<file path="config.mk">
export PLATFORM = sky130hd
export DESIGN_NAME = deserializer
export DESIGN_NICKNAME = d
export VERILOG_FILES = /design/src/rtl/deserializer.sv
export SDC_FILE = /design/constraint.sdc
export NUM_CORES = 1
export LEC_CHECK = 0
export ABC_AREA = 1
export CORE_UTILIZATION = 45
export DETAILED_ROUTE_END_ITERATION = 8
export PLACE_DENSITY_LB_ADDON = 0.05
export SYNTH_ARGS = -nofsm -noshare
export SYNTH_HDL_FRONTEND = slang
export SYNTH_SLANG_ARGS = --single-unit
</file>
<file path="constraint.sdc">
create_clock -name clk_i -period 1.15 [get_ports clk_i]
set_clock_uncertainty 0.05 [all_clocks]
set_input_delay 0.115 -clock clk_i [delete_from_list [all_inputs] [get_ports clk_i]]
set_output_delay 0.115 -clock clk_i [all_outputs]
set_load 0.005 [all_outputs]
</file>
<file path="src/rtl/deserializer.sv">
// deserializer
//   Collects an MSB-first serial bit stream into DATA_W-bit parallel words.
//   One word is emitted per DATA_W accepted bits, flagged by a single-cycle
//   strobe. Cycles with data_val_i low are skipped, so gaps in the input
//   stream are harmless.
//
//   Optional feature (macro DESERIALIZER_TIMEOUT_FLUSH_EN): once a partial
//   word has been idle for TIMEOUT_CYCLES cycles, it is flushed. The flushed
//   word is left-aligned and reports its bit count on deser_data_mod_o.
//   Without the macro, partial bits wait indefinitely and deser_data_mod_o
//   is tied to 0.
//
// Handshake: data_i is taken on every clk_i edge where data_val_i is high.
//   The input has no ready signal. The output has no backpressure either:
//   deser_data_val_o is high for exactly one cycle per word, and
//   deser_data_o / deser_data_mod_o then hold until the next strobe.
//
// Ports
//   clk_i             in   clock
//   srst_i            in   synchronous reset, active-high
//   data_i            in   serial data bit
//   data_val_i        in   data_i valid this cycle
//   deser_data_o      out  assembled word, first received bit at [DATA_W-1]
//   deser_data_mod_o  out  valid bit count of deser_data_o, 0 = full word
//   deser_data_val_o  out  one-cycle strobe qualifying the two outputs above

module deserializer #(
    parameter int DATA_W         = 16,
    parameter int DATA_MOD_W     = 4,
    parameter int TIMEOUT_CYCLES = 8
) (
    input  logic                  clk_i,
    input  logic                  srst_i,
    input  logic                  data_i,
    input  logic                  data_val_i,
    output logic [DATA_W-1:0]     deser_data_o,
    output logic [DATA_MOD_W-1:0] deser_data_mod_o,
    output logic                  deser_data_val_o
);

    // The bit counter is one bit wider than the mod field.
    // Because of that, DATA_W itself can be represented.
    localparam int CNT_W = DATA_MOD_W + 1;
    localparam logic [CNT_W-1:0] LAST_BIT = CNT_W'(DATA_W - 1);

    if (TIMEOUT_CYCLES < 1 || DATA_W < 2 || DATA_W > (1 << DATA_MOD_W)) begin : g_bad_params
        $error("deserializer: illegal parameter combination");
    end

    logic [DATA_W-1:0] shift_reg;
    logic [CNT_W-1:0]  cnt;
    logic [DATA_W-1:0] shift_next;
    logic              word_done;
    logic              flush_fire;
    logic [DATA_W-1:0] flush_word;

    assign shift_next = {shift_reg[DATA_W-2:0], data_i};
    assign word_done  = data_val_i && (cnt == LAST_BIT);

`ifdef DESERIALIZER_TIMEOUT_FLUSH_EN
    localparam int IDLE_W = $clog2(TIMEOUT_CYCLES + 1);
    localparam logic [IDLE_W-1:0] IDLE_LAST = IDLE_W'(TIMEOUT_CYCLES - 1);
    localparam logic [CNT_W-1:0]  DATA_W_C  = CNT_W'(DATA_W);

    logic [IDLE_W-1:0]     idle_cnt;
    logic [DATA_MOD_W-1:0] mod_q;

    // The flush decision is made on the edge that would count the final idle
    // cycle. If a bit is accepted on that same edge, data_val_i is high and
    // the flush is suppressed.
    assign flush_fire = !data_val_i && (cnt != '0) && (idle_cnt == IDLE_LAST);

    // The partial bits sit in the low cnt positions of shift_reg.
    // Shifting them up left-aligns them, and the LSBs are zero-filled.
    assign flush_word = shift_reg << (DATA_W_C - cnt);

    always_ff @(posedge clk_i) begin
        if (srst_i || data_val_i || (cnt == '0) || flush_fire) begin
            idle_cnt <= '0;
        end else begin
            idle_cnt <= idle_cnt + IDLE_W'(1);
        end
    end

    always_ff @(posedge clk_i) begin
        if (srst_i) begin
            mod_q <= '0;
        end else if (word_done) begin
            mod_q <= '0;
        end else if (flush_fire) begin
            mod_q <= cnt[DATA_MOD_W-1:0];
        end
    end

    assign deser_data_mod_o = mod_q;
`else
    assign flush_fire       = 1'b0;
    assign flush_word       = '0;
    assign deser_data_mod_o = '0;
`endif

    always_ff @(posedge clk_i) begin
        if (srst_i) begin
            shift_reg        <= '0;
            cnt              <= '0;
            deser_data_o     <= '0;
            deser_data_val_o <= 1'b0;
        end else begin
            deser_data_val_o <= word_done || flush_fire;

            if (data_val_i) begin
                shift_reg <= shift_next;
                cnt       <= word_done ? '0 : cnt + CNT_W'(1);
            end else if (flush_fire) begin
                shift_reg <= '0;
                cnt       <= '0;
            end

            if (word_done) begin
                deser_data_o <= shift_next;
            end else if (flush_fire) begin
                deser_data_o <= flush_word;
            end
        end
    end

endmodule

</file>
==> summary.md, run 1 <==
| Metric | Value |
|---|---|
| GR Overflow Total | 0 |
| Post-Synthesis Cells | 177 |
| Sw Pwr | 0.000550 W |
| Sink Count | 37 |
| Setup-failing EPs final | 18 |
| # IOs | 25 |
| Sequential area share after synthesis | just over 50% |
| Clock power share | 30.3% |
| Die area | 3480 sq um |
| Adder and majority gate portion of the synthesized area | 0.855% |
| Clock Path Buffers | 2 |
| Core area | between 3000 and 4000 sq um |
| Most used cell, CP | nand2_4 |
| First DRT Iteration DRCs | 34 |
| Die Width | ~60 microns |
| Pre-CTS setup slack | -0.237 ns |
| Most common cell after layout, fill and taps aside | nor2_1 |
| Hold Path Class | in -> reg |
| CP cell instances | ha_4 > nand2_4 > nor2_8 > nand2_4 > nand3_1 > nand2_1 |
| Synth Area per Inst | 8.26 sq um |
| CP top delay family | simple AND/OR/NAND/NOR gates |
| Initial antenna violation count | 0 |
| Initial Utilization | 47.5% |
| Clk root buf | clkbuf_4 |
| Main combinational cell family by area after synthesis | simple AND/OR/NAND/NOR gates |
| HPWL Detailed | 1840 microns |
| Status | complete, but fails checks |
| Synth warn | 0 |
| Final WS setup | -0.0577 ns |
| Crit path DAT | 1.40 ns |
| First-pass GRT wire length | between 5000 and 6000 microns |
| Final antenna-violating net count | 0 |
| Critical path fanouts, max | 10 |
| Critical path class | reg -> reg |
| Startpoint types | register |
| Vias per inst | 4.98 |
| Synth Area in Simple Gates | 33.0% |
| Maximum VDD drop | 0.000738 V |
| Hold-critical path depth | 3 |
| Seq cells post-synth | 37 |
| Clock buffer count from CTS | 5 |
| Failing checks | negative setup slack |
| Multiplexer share of the synthesized area | 0% |
| IO buf count | 20 |
| Crit-path slowest cell | dfxtp_2 |
| Xor/xnor share of the synthesized area | 0% |
| Setup TNS | -0.604 ns |
| Count of cell types in the netlist | 21 |
| Final instance area | roughly 1900 sq um |
| Max-cap viol count | 0 |
| Minimum clock period | 1.21 ns |
| Fin crit share | 105% |
| Vias in the first global route | about 1200 |
| Register-to-Register Path Depth | 6 |
| Pin count of the biggest net entering global routing | 39 |
| # diodes | 0 |
| R2R setup slack | -0.06 ns |
| Hold_buf cts | 0 |
| Share of cells above drive strength 1 | 26.4% |
| CP Buf/Inv Count | 0 |
| Sequential power share | between 60% and 70% |
| Compound-Gate Fraction of Synth Area | 6.16% |
| CTS tree | built |
| Logic pwr share | about 7.5% |
| RSZ-0062 raised after global routing | true |
| Final RePlAce weighted congestion | 0.717 |
| Pint | 0.00162 W |
| Pins Over Slew Limit | 0 |
| Total Routing Usage GR | 19.9% |
| DRC | 0 |
| P&R area growth vs syn | 27.6% |
| Reg2reg start | cnt[1]$_SDFFE_PP0P_ |
| Avg WL per Cell | 12.2 microns |
| Max incr delay on CP | between 0.3 and 0.4 ns |
| Most frequent cells in the layout | 34 x nor2_1, 25 x nand2_1, 19 x dfxtp_1 |
| Fin. Hold Viols | 0 |
| Sw Share | 25.4% |
| H-tree depth | 2 |
| CP Capture Type | register |
| Pleak | 0.928 nW |
| Hold endpoint | deser_data_o[0]$_SDFFE_PP0P_ |
| DP Area | roughly 1800 sq um |
| Achievable frequency | 828 MHz |
| Clock latency on the worst-skew pair | about 0.34 ns |
| Post-synthesis cell area | 1460 sq um |
| Rows | 20 |
| Total wire length | 3070 microns |
| Nets@finish | 212 |
| Largest register FFs | 16 |
| Origin of the worst min-delay path | data_i |
| CP required | between 1 and 1.5 ns |
| First-pass iteration count of the detailed router | 4 |
| Clock transition at the registers of the reported paths | around 0.11 ns |
| Power Dens Cells | 1160 nW/um^2 |
| Vias | approximately 1300 |
| Reg-to-Reg End | deser_data_o[6]$_SDFFE_PP0P_ |
| Die Height | 59.0 microns |
[logic make-up after synthesis]
logic type | after synthesis
compound gates | 18
fa+ha+maj | 1
buf+inv | 20
flops | 37
other cells | 1
simple gates | 100
[through the flow]
stage / hold slack, ns / utilization, % / total power [W] / cells
after floorplan: 0.137 / - / 0.00149 / 180
after global placement: 0.395 / 56.9 / 0.00153 / 240
after detailed placement: 0.406 / 56.9 / 0.00154 / 240
after CTS: 0.296 / 59.8 / 0.00219 / 251
after global routing: 0.307 / 60.7 / 0.00228 / 252
final: 0.304 / 60.7 / 0.00217 / 252
[worst register-to-register path: stages, from the launching register on]
cell and delay [ns]:
dfxtp_2 0.37, ha_4 0.15, nand2_4 0.06, nor2_8 0.18, nand2_4 0.16, nand3_1 0.10, nand2_1 0.05
[power groups by stage]
stage	clock, W	sequential [W]	combinational [W]
5_1_grt	0.000737	0.00136	0.000188
6_report	0.000657	0.00135	0.000162
2_1_floorplan	0	0.00137	0.000117
3_5_place_dp	0	0.00138	0.000159
3_3_place_gp	0	0.00138	0.000155
4_1_cts	0.000678	0.00135	0.000161
[worst max-delay path by stage]
| stage | start | depth (start not counted) | end |
|---|---|---|---|
| CTS | cnt[1]$_SDFFE_PP0P_ | 6 | deser_data_o[14]$_SDFFE_PP0P_ |
| global placement | data_val_i | 6 | deser_data_o[14]$_SDFFE_PP0P_ |
| floorplan | cnt[0]$_SDFFE_PP0P_ | 7 | cnt[0]$_SDFFE_PP0P_ |
| global route | cnt[1]$_SDFFE_PP0P_ | 6 | deser_data_o[5]$_SDFFE_PP0P_ |
| finish | cnt[1]$_SDFFE_PP0P_ | 6 | deser_data_o[6]$_SDFFE_PP0P_ |
| detailed placement | data_val_i | 6 | deser_data_o[13]$_SDFFE_PP0P_ |
[layout make-up]
class	count	area, sq um
clock buffer	6	41.3
clock inverter	2	10.0
fill	300	1210
inverter	4	20.0
multi-input combinational	124	666
sequential	37	763
tap	44	55.1
timing repair buffer	35	312
[cells in the mapped netlist (all sizes together)]
cell	number	share of area, %
nand4	16	6.8
buf	12	6.7
o21ai	16	5.5
conb	1	0.26
inv	4	1.4
clkbuf	4	1.0
nand2	27	7.4
nand3	20	7.5
nor2	36	11
ha	1	0.86
dfxtp	37	51
nor3	1	0.34
a21oi	2	0.68
[routing by layer]
layer / vias to the layer above / track usage (%) / part of all wire (%)
met5: - / 0 / 0
met4: 0 / 11.2 / 1.9
met3: 7 / 4.59 / 2.7
met2: 21 / 33.6 / 49
met1: 583 / 23.3 / 46
li1: 644 / - / -
[repair_timing]
action,CTS,global route
setup buffers,3,0
cloned,0,1
gates resized for setup,36,3
pin swaps,0,1
setup endpoints to repair,36,22
No activity file was read; power rests on OpenSTA's default activity.
==> run 2, diff against run 1 <==
--- a/config.mk
+++ b/config.mk
@@ -6,8 +6,11 @@
 export NUM_CORES = 1
 export LEC_CHECK = 0
 export ABC_AREA = 1
-export CORE_UTILIZATION = 45
+export CELL_PAD_IN_SITES_DETAIL_PLACEMENT = 0
+export CELL_PAD_IN_SITES_GLOBAL_PLACEMENT = 1
+export CORE_UTILIZATION = 34
 export DETAILED_ROUTE_END_ITERATION = 8
+export MAX_ROUTING_LAYER = met4
 export PLACE_DENSITY_LB_ADDON = 0.05
 export SYNTH_ARGS = -nofsm -noshare
 export SYNTH_HDL_FRONTEND = slang
==> run 2 against run 1 <==
Against the previous run:
- the run still ends with negative setup slack left
- clock power is 33% higher
- non-clock buffer count is 2 lower
- core utilization is 14 points lower
- first-iteration DRC count is 94% higher
- critical path depth stayed put
- via count is 1.2% lower
- worst hold slack better by 0.065 ns
- maximum frequency is 2.8% higher
- sequential cell count stayed put
- cell count is 1.2% higher
- critical path type unchanged
- critical endpoint is now deser_data_o[4]$_SDFFE_PP0P_
- largest power group unchanged
==> summary.md, run 2 (same netlist as run 1, synthesis figures left out) <==
| Metric | Value |
|---|---|
| Reg2reg start | cnt[1]$_SDFFE_PP0P_ |
| Hold Path Class | in -> reg |
| First-pass iteration count of the detailed router | 4 |
| Layout Cells excl Fill | 255 |
| Nets@finish | 209 |
| P&R area growth vs syn | 28.9% |
| Power Dens Cells | 1270 nW/um^2 |
| Most frequent cells in the layout | 34 x nor2_1, 26 x dfxtp_1, 25 x nand2_1 |
| Startpoint types | register |
| Die Width | slightly below 70 microns |
| Final RePlAce weighted congestion | approximately 0.68 |
| Initial Utilization | a little over a third |
| Maximum VDD drop | 0.000713 V |
| Pleak | about 0.91 nW |
| DP Area | about 1800 sq um |
| Share of cells above drive strength 1 | 21.0% |
| Pins Over Slew Limit | 0 |
| Setup TNS | -0.157 ns |
| Reg-to-Reg End | deser_data_o[4]$_SDFFE_PP0P_ |
| Setup-failing EPs final | 12 |
| H-tree depth | 2 |
| Hold WS | 0.369 ns |
| Hold-critical path depth | 3 |
| GR Overflow Total | 0 |
| # IOs | 25 |
| Clock buffer count from CTS | 5 |
| Hold endpoint | deser_data_o[0]$_SDFFE_PP0P_ |
| Largest register FFs | 16 |
| Fin. Hold Viols | 0 |
| CP Capture Type | register |
| Clock transition at the registers of the reported paths | 0.08 ns |
| Fillers | ~400 |
| # diodes | 0 |
| Tot Pwr | 0.00240 W |
| Sink Count | 37 |
| First DRT Iteration DRCs | 66 |
| Die Height | 67.6 microns |
| CP required | 1.33 ns |
| Register area | roughly 750 sq um |
| Core area | about 4000 sq um |
| Clk root buf | clkbuf_8 |
| Critical path class | reg -> reg |
| RSZ-0062 raised after global routing | true |
| Register-to-Register Path Depth | 6 |
| Pin count of the biggest net entering global routing | 34 |
| Clock Path Buffers | 2 |
| Origin of the worst min-delay path | data_i |
| Multi-input gate area | about 640 sq um |
| CTS tree | built |
| Vias in the first global route | roughly 1200 |
| Die area | 4570 sq um |
| Clock latency on the worst-skew pair | between 0.2 and 0.3 ns |
| Final instance area | 1890 sq um |
| Dpl cells | roughly 250 |
| Vias per inst | 4.86 |
| Critical path fanouts, max | 8 |
| Avg WL per Cell | 12.5 microns |
| Failing checks | negative setup slack |
| Total wire length | 3190 microns |
| DRC | 0 |
| Critical Path Source | cnt[1]$_SDFFE_PP0P_ |
| Fin crit share | 102% |
| Final WS setup | -0.0245 ns |
| Minimum clock period | 1.17 ns |
| HPWL Detailed | 2100 microns |
| Initial antenna violation count | 0 |
| Final antenna-violating net count | 0 |
| Most common cell after layout, fill and taps aside | nor2_1 |
| Total Routing Usage GR | 17.1% |
| Max-cap viol count | 0 |
| Vias | 1240 |
| IO buf count | 20 |
| Status | complete, but fails checks |
| Rows | 23 |
| Achievable frequency | 851 MHz |
| R2R setup slack | -0.02 ns |
| Crit path DAT | 1.35 ns |
| First-pass GRT wire length | 5540 microns |
-- run 2: worst max path at each step --
stage / endpoint / slack [ns] / cells after the start
6_report: deser_data_o[4]$_SDFFE_PP0P_ / -0.02 / 6
4_1_cts: deser_data_o[9]$_SDFFE_PP0P_ / -0.02 / 6
2_1_floorplan: cnt[0]$_SDFFE_PP0P_ / -0.02 / 7
5_1_grt: deser_data_o[0]$_SDFFE_PP0P_ / -0.12 / 6
3_5_place_dp: deser_data_o[9]$_SDFFE_PP0P_ / -0.20 / 6
3_3_place_gp: cnt[0]$_SDFFE_PP0P_ / -0.17 / 6
-- run 2: final cells by class --
class / instances / area share, %
clock buffers: 6 / 3.85
clock inverters: 2 / 0.531
inverters: 4 / 1.06
multi-input cells: 123 / 34.2
flip-flops and latches: 37 / 40.0
well taps: 50 / 3.32
repair buffers: 33 / 17.1
-- run 2: worst max-delay path, cell delays in order (launching register included) --
cell and delay [ns]:
dfxtp_2 0.35, ha_4 0.15, nand2_4 0.06, nor2_8 0.16
buf_4 0.19, nand4_1 0.08, nand2_1 0.07
-- run 2: what timing repair did --
| action | CTS | global route |
|---|---|---|
| gates cloned | 0 | 0 |
| gates resized for setup | 28 | 2 |
| buffers inserted | 0 | 0 |
| hold buffers | 0 | 0 |
| setup endpoints to repair | 36 | 22 |
-- run 2: power by group --
part / switching [W] / internal (W)
logic: 0.000100 / 0.0000772
registers: 0.0000293 / 0.00132
clock network: 0.000454 / 0.000420
total: 0.000583 / 0.00182
-- run 2: routing by layer --
metal	track usage [%]	routed length [microns]	share of wire, %	vias up
li1	-	-	-	638
met1	22.5	1580	49	573
met2	24.3	1450	45	23
met3	4.56	123	3.9	6
met4	7.71	44	1.4	0
met5	-	0	0	-
-- run 2: stage by stage --
| step | utilization [%] | setup WS [ns] |
|---|---|---|
| final | 46.5 | -0.0245 |
| after detailed placement | 44.2 | -0.203 |
| after CTS | 46.3 | -0.0236 |
| after global routing | 46.5 | -0.123 |
| after floorplan | - | -0.0248 |
| after global placement | 44.2 | -0.172 |
